`src/rtl/uart_rx.sv`:
```
// Oversampling UART receiver feeding an RX FIFO write port; optional even parity via
// `define UART_RX_PARITY_EN (adds parity_err_o and a PARITY state).
`timescale 1ns / 1ps

module uart_rx #(
  parameter int unsigned WORD       = 8,
  parameter int unsigned OVERSAMPLE = 16,
  parameter int unsigned DIV_W      = 16
) (
  input  logic             clk_i,
  input  logic             rst_i,
  input  logic             rx_i,
  input  logic [DIV_W-1:0] baud_div_i,
  input  logic             fifo_full_i,
  input  logic             clr_i,
  output logic [WORD-1:0]  data_o,
  output logic             wr_o,
  output logic             frame_err_o,
  output logic             overrun_o,
`ifdef UART_RX_PARITY_EN
  output logic             parity_err_o,
`endif
  output logic             busy_o
);

  localparam int unsigned TW = $clog2(OVERSAMPLE);
  localparam int unsigned BW = $clog2(WORD + 1);
  localparam logic [TW-1:0] HalfTick = TW'(OVERSAMPLE / 2 - 1);
  localparam logic [TW-1:0] LastTick = TW'(OVERSAMPLE - 1);
  localparam logic [BW-1:0] LastBit  = BW'(WORD - 1);

  typedef enum logic [2:0] {
    StIdle,
    StStart,
    StData,
`ifdef UART_RX_PARITY_EN
    StParity,
`endif
    StStop,
    StBreak
  } state_e;

  state_e           state;
  logic             rx_meta, rx_s;
  logic [DIV_W-1:0] div_cnt, div_lat;
  logic [TW-1:0]    tick_cnt;
  logic [BW-1:0]    bit_cnt;
  logic [WORD-1:0]  shift;
  logic             tick;

  assign tick   = (state != StIdle) && (div_cnt == div_lat);
  assign busy_o = (state != StIdle);

  always_ff @(posedge clk_i or posedge rst_i) begin
    if (rst_i) begin
      rx_meta      <= 1'b1;
      rx_s         <= 1'b1;
      state        <= StIdle;
      div_cnt      <= '0;
      div_lat      <= '0;
      tick_cnt     <= '0;
      bit_cnt      <= '0;
      shift        <= '0;
      data_o       <= '0;
      wr_o         <= 1'b0;
      frame_err_o  <= 1'b0;
      overrun_o    <= 1'b0;
`ifdef UART_RX_PARITY_EN
      parity_err_o <= 1'b0;
`endif
    end else begin
      rx_meta <= rx_i;
      rx_s    <= rx_meta;
      wr_o    <= 1'b0;
      div_cnt <= (state == StIdle || tick) ? '0 : div_cnt + 1'b1;

      // Clear first so a set event later in this block takes priority.
      if (clr_i) begin
        frame_err_o  <= 1'b0;
        overrun_o    <= 1'b0;
`ifdef UART_RX_PARITY_EN
        parity_err_o <= 1'b0;
`endif
      end

      case (state)
        StIdle: begin
          if (!rx_s) begin
            state    <= StStart;
            tick_cnt <= '0;
            div_lat  <= baud_div_i;
          end
        end
        StStart: begin
          if (tick) begin
            if (tick_cnt == HalfTick) begin
              tick_cnt <= '0;
              bit_cnt  <= '0;
              state    <= rx_s ? StIdle : StData;
            end else begin
              tick_cnt <= tick_cnt + 1'b1;
            end
          end
        end
        StData: begin
          if (tick) begin
            if (tick_cnt == LastTick) begin
              tick_cnt <= '0;
              shift    <= {rx_s, shift[WORD-1:1]};
              bit_cnt  <= bit_cnt + 1'b1;
              if (bit_cnt == LastBit) begin
`ifdef UART_RX_PARITY_EN
                state <= StParity;
`else
                state <= StStop;
`endif
              end
            end else begin
              tick_cnt <= tick_cnt + 1'b1;
            end
          end
        end
`ifdef UART_RX_PARITY_EN
        StParity: begin
          if (tick) begin
            if (tick_cnt == LastTick) begin
              tick_cnt <= '0;
              if (^{shift, rx_s}) parity_err_o <= 1'b1;
              state <= StStop;
            end else begin
              tick_cnt <= tick_cnt + 1'b1;
            end
          end
        end
`endif
        StStop: begin
          if (tick) begin
            if (tick_cnt == LastTick) begin
              tick_cnt <= '0;
              if (!rx_s) begin
                frame_err_o <= 1'b1;
                state       <= StBreak;
              end else begin
                if (fifo_full_i) begin
                  overrun_o <= 1'b1;
                end else begin
                  data_o <= shift;
                  wr_o   <= 1'b1;
                end
                state <= StIdle;
              end
            end else begin
              tick_cnt <= tick_cnt + 1'b1;
            end
          end
        end
        // A held-low line reports one framing error, then waits for idle.
        StBreak: begin
          if (rx_s) state <= StIdle;
        end
        default: state <= StIdle;
      endcase
    end
  end

endmodule
```
`config.mk`:
```
export PLATFORM = sky130hd
export DESIGN_NAME = uart_rx
export DESIGN_NICKNAME = d
export VERILOG_FILES = /design/src/rtl/uart_rx.sv
export SDC_FILE = /design/constraint.sdc
export NUM_CORES = 1
export LEC_CHECK = 0
export BUFFER_PORTS_ARGS = -buffer_cell sky130_fd_sc_hd__buf_4
export CAP_MARGIN = 20
export CORE_UTILIZATION = 40
export CTS_CLUSTER_SIZE = 20
export DETAILED_ROUTE_END_ITERATION = 10
export PLACE_DENSITY = 0.61
export SLEW_MARGIN = 0
export SYNTH_ARGS = -nofsm -noshare
export SYNTH_HDL_FRONTEND = slang
export SYNTH_SLANG_ARGS = --single-unit
```
`constraint.sdc`:
```
create_clock -name clk_i -period 2.6 [get_ports clk_i]
set_input_delay 0.26 -clock clk_i [delete_from_list [all_inputs] [get_ports clk_i]]
set_output_delay 0.26 -clock clk_i [all_outputs]
set_load 0.1 [all_outputs]
```
==> run_results.csv <==
group,metric,value,unit
logic_synthesis,synthFlopType,"dfrtp_1",
final_layout,finalNonFillerCells,398,
routing,wl,5505,um
routing,ant_nets,0,
floorplan,die_area,0.007813,mm2
floorplan,io_pins,33,
power,max-vdd-ir-drop,411.5,uV
power,power_density,655.2,mW/mm2
routing,vias_per_cell,4.922,
routing,wire_per_inst,13.83,um
worst_hold_path,min_path_type,"in -> reg",
cts,ctsHoldBuffers,0,
critical_path,worstPathRequired,2820,ps
global_route,grt_pass1_vias,1843,
power,intPower,1.848,mW
final_layout,nFillCells,692,
critical_path,crit_fanout,17,
timing,slew_viol_final,0,
floorplan,start_util,41.38,%
timing,slew_headroom,46.24,%
run_status,status,"complete, no violations",
global_route,antenna_found_initial,0,
placement,post-place-ws,521.6,ps
cts,worstSkewPairLatency,340,ps
timing,fin_crit_sh,79.82,%
cts,cts_tree,"yes",
placement,dp_cells,382,
timing,tns,0,ps
final_layout,final_cell_mix,"62 x dfrtp_1, 36 x buf_4, 34 x mux2_2",
timing,hold_viol,0,
cts,cts_htree_levels,3,
logic_synthesis,ys_types,48,
logic_synthesis,yosys_warnings,0,
placement,hpwl,3761,um
global_route,grt_pass1_wl,9128,um
global_route,grt_max_degree,65,
logic_synthesis,yosys_register_bits,64,
timing,setup_slack,524.8,ps
power,finalPower,2.363,mW
final_layout,fin_util,50.00,%
routing,drc,0,
critical_path,crit_path_end_kind,"register",
logic_synthesis,async_flop_share,100.0,%
timing,worst_pin_slew,806.5,ps
cts,clockRootBuffer,"clkbuf_8",
placement,finalWeightedCongestion,0.8180,
critical_path,worst-setup-path-type,"reg -> reg",
placement,io_buffers,32,
timing,rsz0062_at_grt,"false",
critical_path,start_kind,"register",
timing,skew,10.68,ps
floorplan,rows,31,
logic_synthesis,yosysSeqAreaShare,53.73,%
timing,finalSetupViolCount,0,
global_route,overflow,0,
power,pwr-share-clk,48.2,%
power,p_seq_share,46.2,%
floorplan,dieWidth,88.39,um
logic_synthesis,syn_area_per_cell,11.75,um2
cts,cts.sinks,64,
power,swShare,21.81,%
routing,vias,1959,
critical_path,worstPathArrival,2290,ps
floorplan,die_h,88.39,um
final_layout,antennaDiodeCount,0,
cts,cts-buffers-inserted,9,
global_route,grt_usage,15.85,%
power,p_sw,0.5155,mW
routing,wl_met3,176,um
final_layout,layout.nets,318,
cts,path_clk_slew,70,ps
final_layout,area_growth,20.83,%
cts,post-cts-setup-buffers,0,
logic_synthesis,syn_nets,278,
final_layout,multi_input_comb_area,0.001304,mm2
routing,drt_iter0_markers,113,
timing,min_period,2075,ps
timing,timing.fmax,0.4819,GHz
routing,wl_met2,2290,um
routing,drt_pass1_iterations,4,
job,cap_viol_max_count,0,
routing,wl_met1,2930,um
logic_synthesis,syn_area,0.002985,mm2
logic_synthesis,synthCells,254,
power,p_comb_share,5.6,%
routing,highest_layer,"met4",
logic_synthesis,synth_edf_count,0,
power,p_leak,1.642,nW
cts,post_cts_resized,0,
final_layout,final_common_cell,"dfrtp_1",
final_layout,seq_area,0.001604,mm2
floorplan,core,0.007214,mm2
final_layout,drive_gt1_share,33.11,%
cts,clk_path_buf_depth,2,
==> state kept, by name (all words and copies together), names as in the netlist <==
| name | cells |
|---|---|
| div_cnt | 16 |
| shift | 8 |
| rx_s | 1 |
| wr_o | 1 |
| overrun_o | 1 |
| div_lat | 16 |
| tick_cnt | 4 |
| bit_cnt | 4 |
| rx_meta | 1 |
| frame_err_o | 1 |
| data_o | 8 |
| state | 3 |
==> synthesized netlist by cell type (all sizes together) (2+ instances only) <==
library cell / number / area (um2)
ha: 3 / 37.54
mux2: 34 / 382.9
xnor2: 24 / 210.2
nor2: 28 / 110.1
nand3: 10 / 50.05
nor3: 6 / 30.03
inv: 10 / 37.54
and2: 2 / 12.52
buf: 4 / 27.52
nand4: 6 / 37.54
and3: 5 / 31.28
dfstp: 2 / 52.55
nand2b: 2 / 12.51
a221o: 2 / 20.02
o21ai: 3 / 15.01
a21oi: 3 / 15.01
xor2: 7 / 61.31
clkbuf: 3 / 12.51
dfrtp: 62 / 1551
o22ai: 2 / 12.51
nor4: 2 / 27.53
nand2: 15 / 61.31
or3b: 2 / 17.52
==> cells by family (layout without fill, tap and decap cells) <==
| family | Yosys count | after routing | share of synthesized area, % |
|---|---|---|---|
| compound gates | 23 | 23 | 5.910 |
| xor+xnor | 31 | 31 | 9.095 |
| fa+ha+maj | 3 | 3 | 1.257 |
| buf+inv | 17 | 62 | 2.598 |
| flops | 64 | 64 | 53.73 |
| mux | 34 | 34 | 12.82 |
| simple gates | 82 | 82 | 14.59 |
==> per-stage QoR <==
| step | hold slack (ps) | area, um2 |
|---|---|---|
| 2_1_floorplan | 264.5 | 2985 |
| 5_1_grt | 6.766 | 3607 |
| 6_report | 30.13 | 3607 |
| 3_3_place_gp | 346.0 | 3339 |
| 4_1_cts | 11.87 | 3607 |
| 3_5_place_dp | 347.8 | 3339 |
==> power groups by stage <==
| stage | Combinational [mW] | Clock, mW | Sequential (mW) |
|---|---|---|---|
| 3_3_place_gp | 0.135 | 0 | 1.11 |
| 3_5_place_dp | 0.136 | 0 | 1.11 |
| 4_1_cts | 0.136 | 1.16 | 1.09 |
| 2_1_floorplan | 0.0953 | 0 | 1.09 |
| 5_1_grt | 0.147 | 1.21 | 1.10 |
| 6_report | 0.133 | 1.14 | 1.09 |
==> layer usage <==
metal | GRT usage (%) | vias to the layer above
li1 | - | 978
met1 | 23.59 | 939
met2 | 20.91 | 32
met3 | 4.011 | 10
met4 | 8.504 | 0
met5 | 0 | -
==> final timing paths <==
kind | from | to | slack (ps) | cells past startpoint
setup / recovery | div_cnt[2] | data_o[1] | 520 | 6
hold / removal | rx_i | rx_meta | 30 | 1
setup reg to reg | div_cnt[2] | data_o[1] | 520 | 6
hold reg to reg | rx_meta | rx_s | 360 | 0
max in group asynchronous | rst_i | bit_cnt[1] | 1920 | 3
min in group asynchronous | rst_i | div_lat[6] | 140 | 3
==> critical path, stage by stage (launching register included) <==
cell and delay [ps]:
dfrtp_1 430, xnor2_1 210, nand4_1 180, nor4_4 290, buf_4 270, nand4b_4 220
mux2_2 340
==> cell type report <==
type / instances / area share, %
clock buffers: 9 / 3.434
clock inverters: 7 / 3.989
inverters: 10 / 1.041
multi-input cells: 173 / 36.14
flip-flops and latches: 64 / 44.47
well taps: 99 / 3.434
repair buffers: 36 / 7.492
No activity file was read; power rests on OpenSTA's default activity.
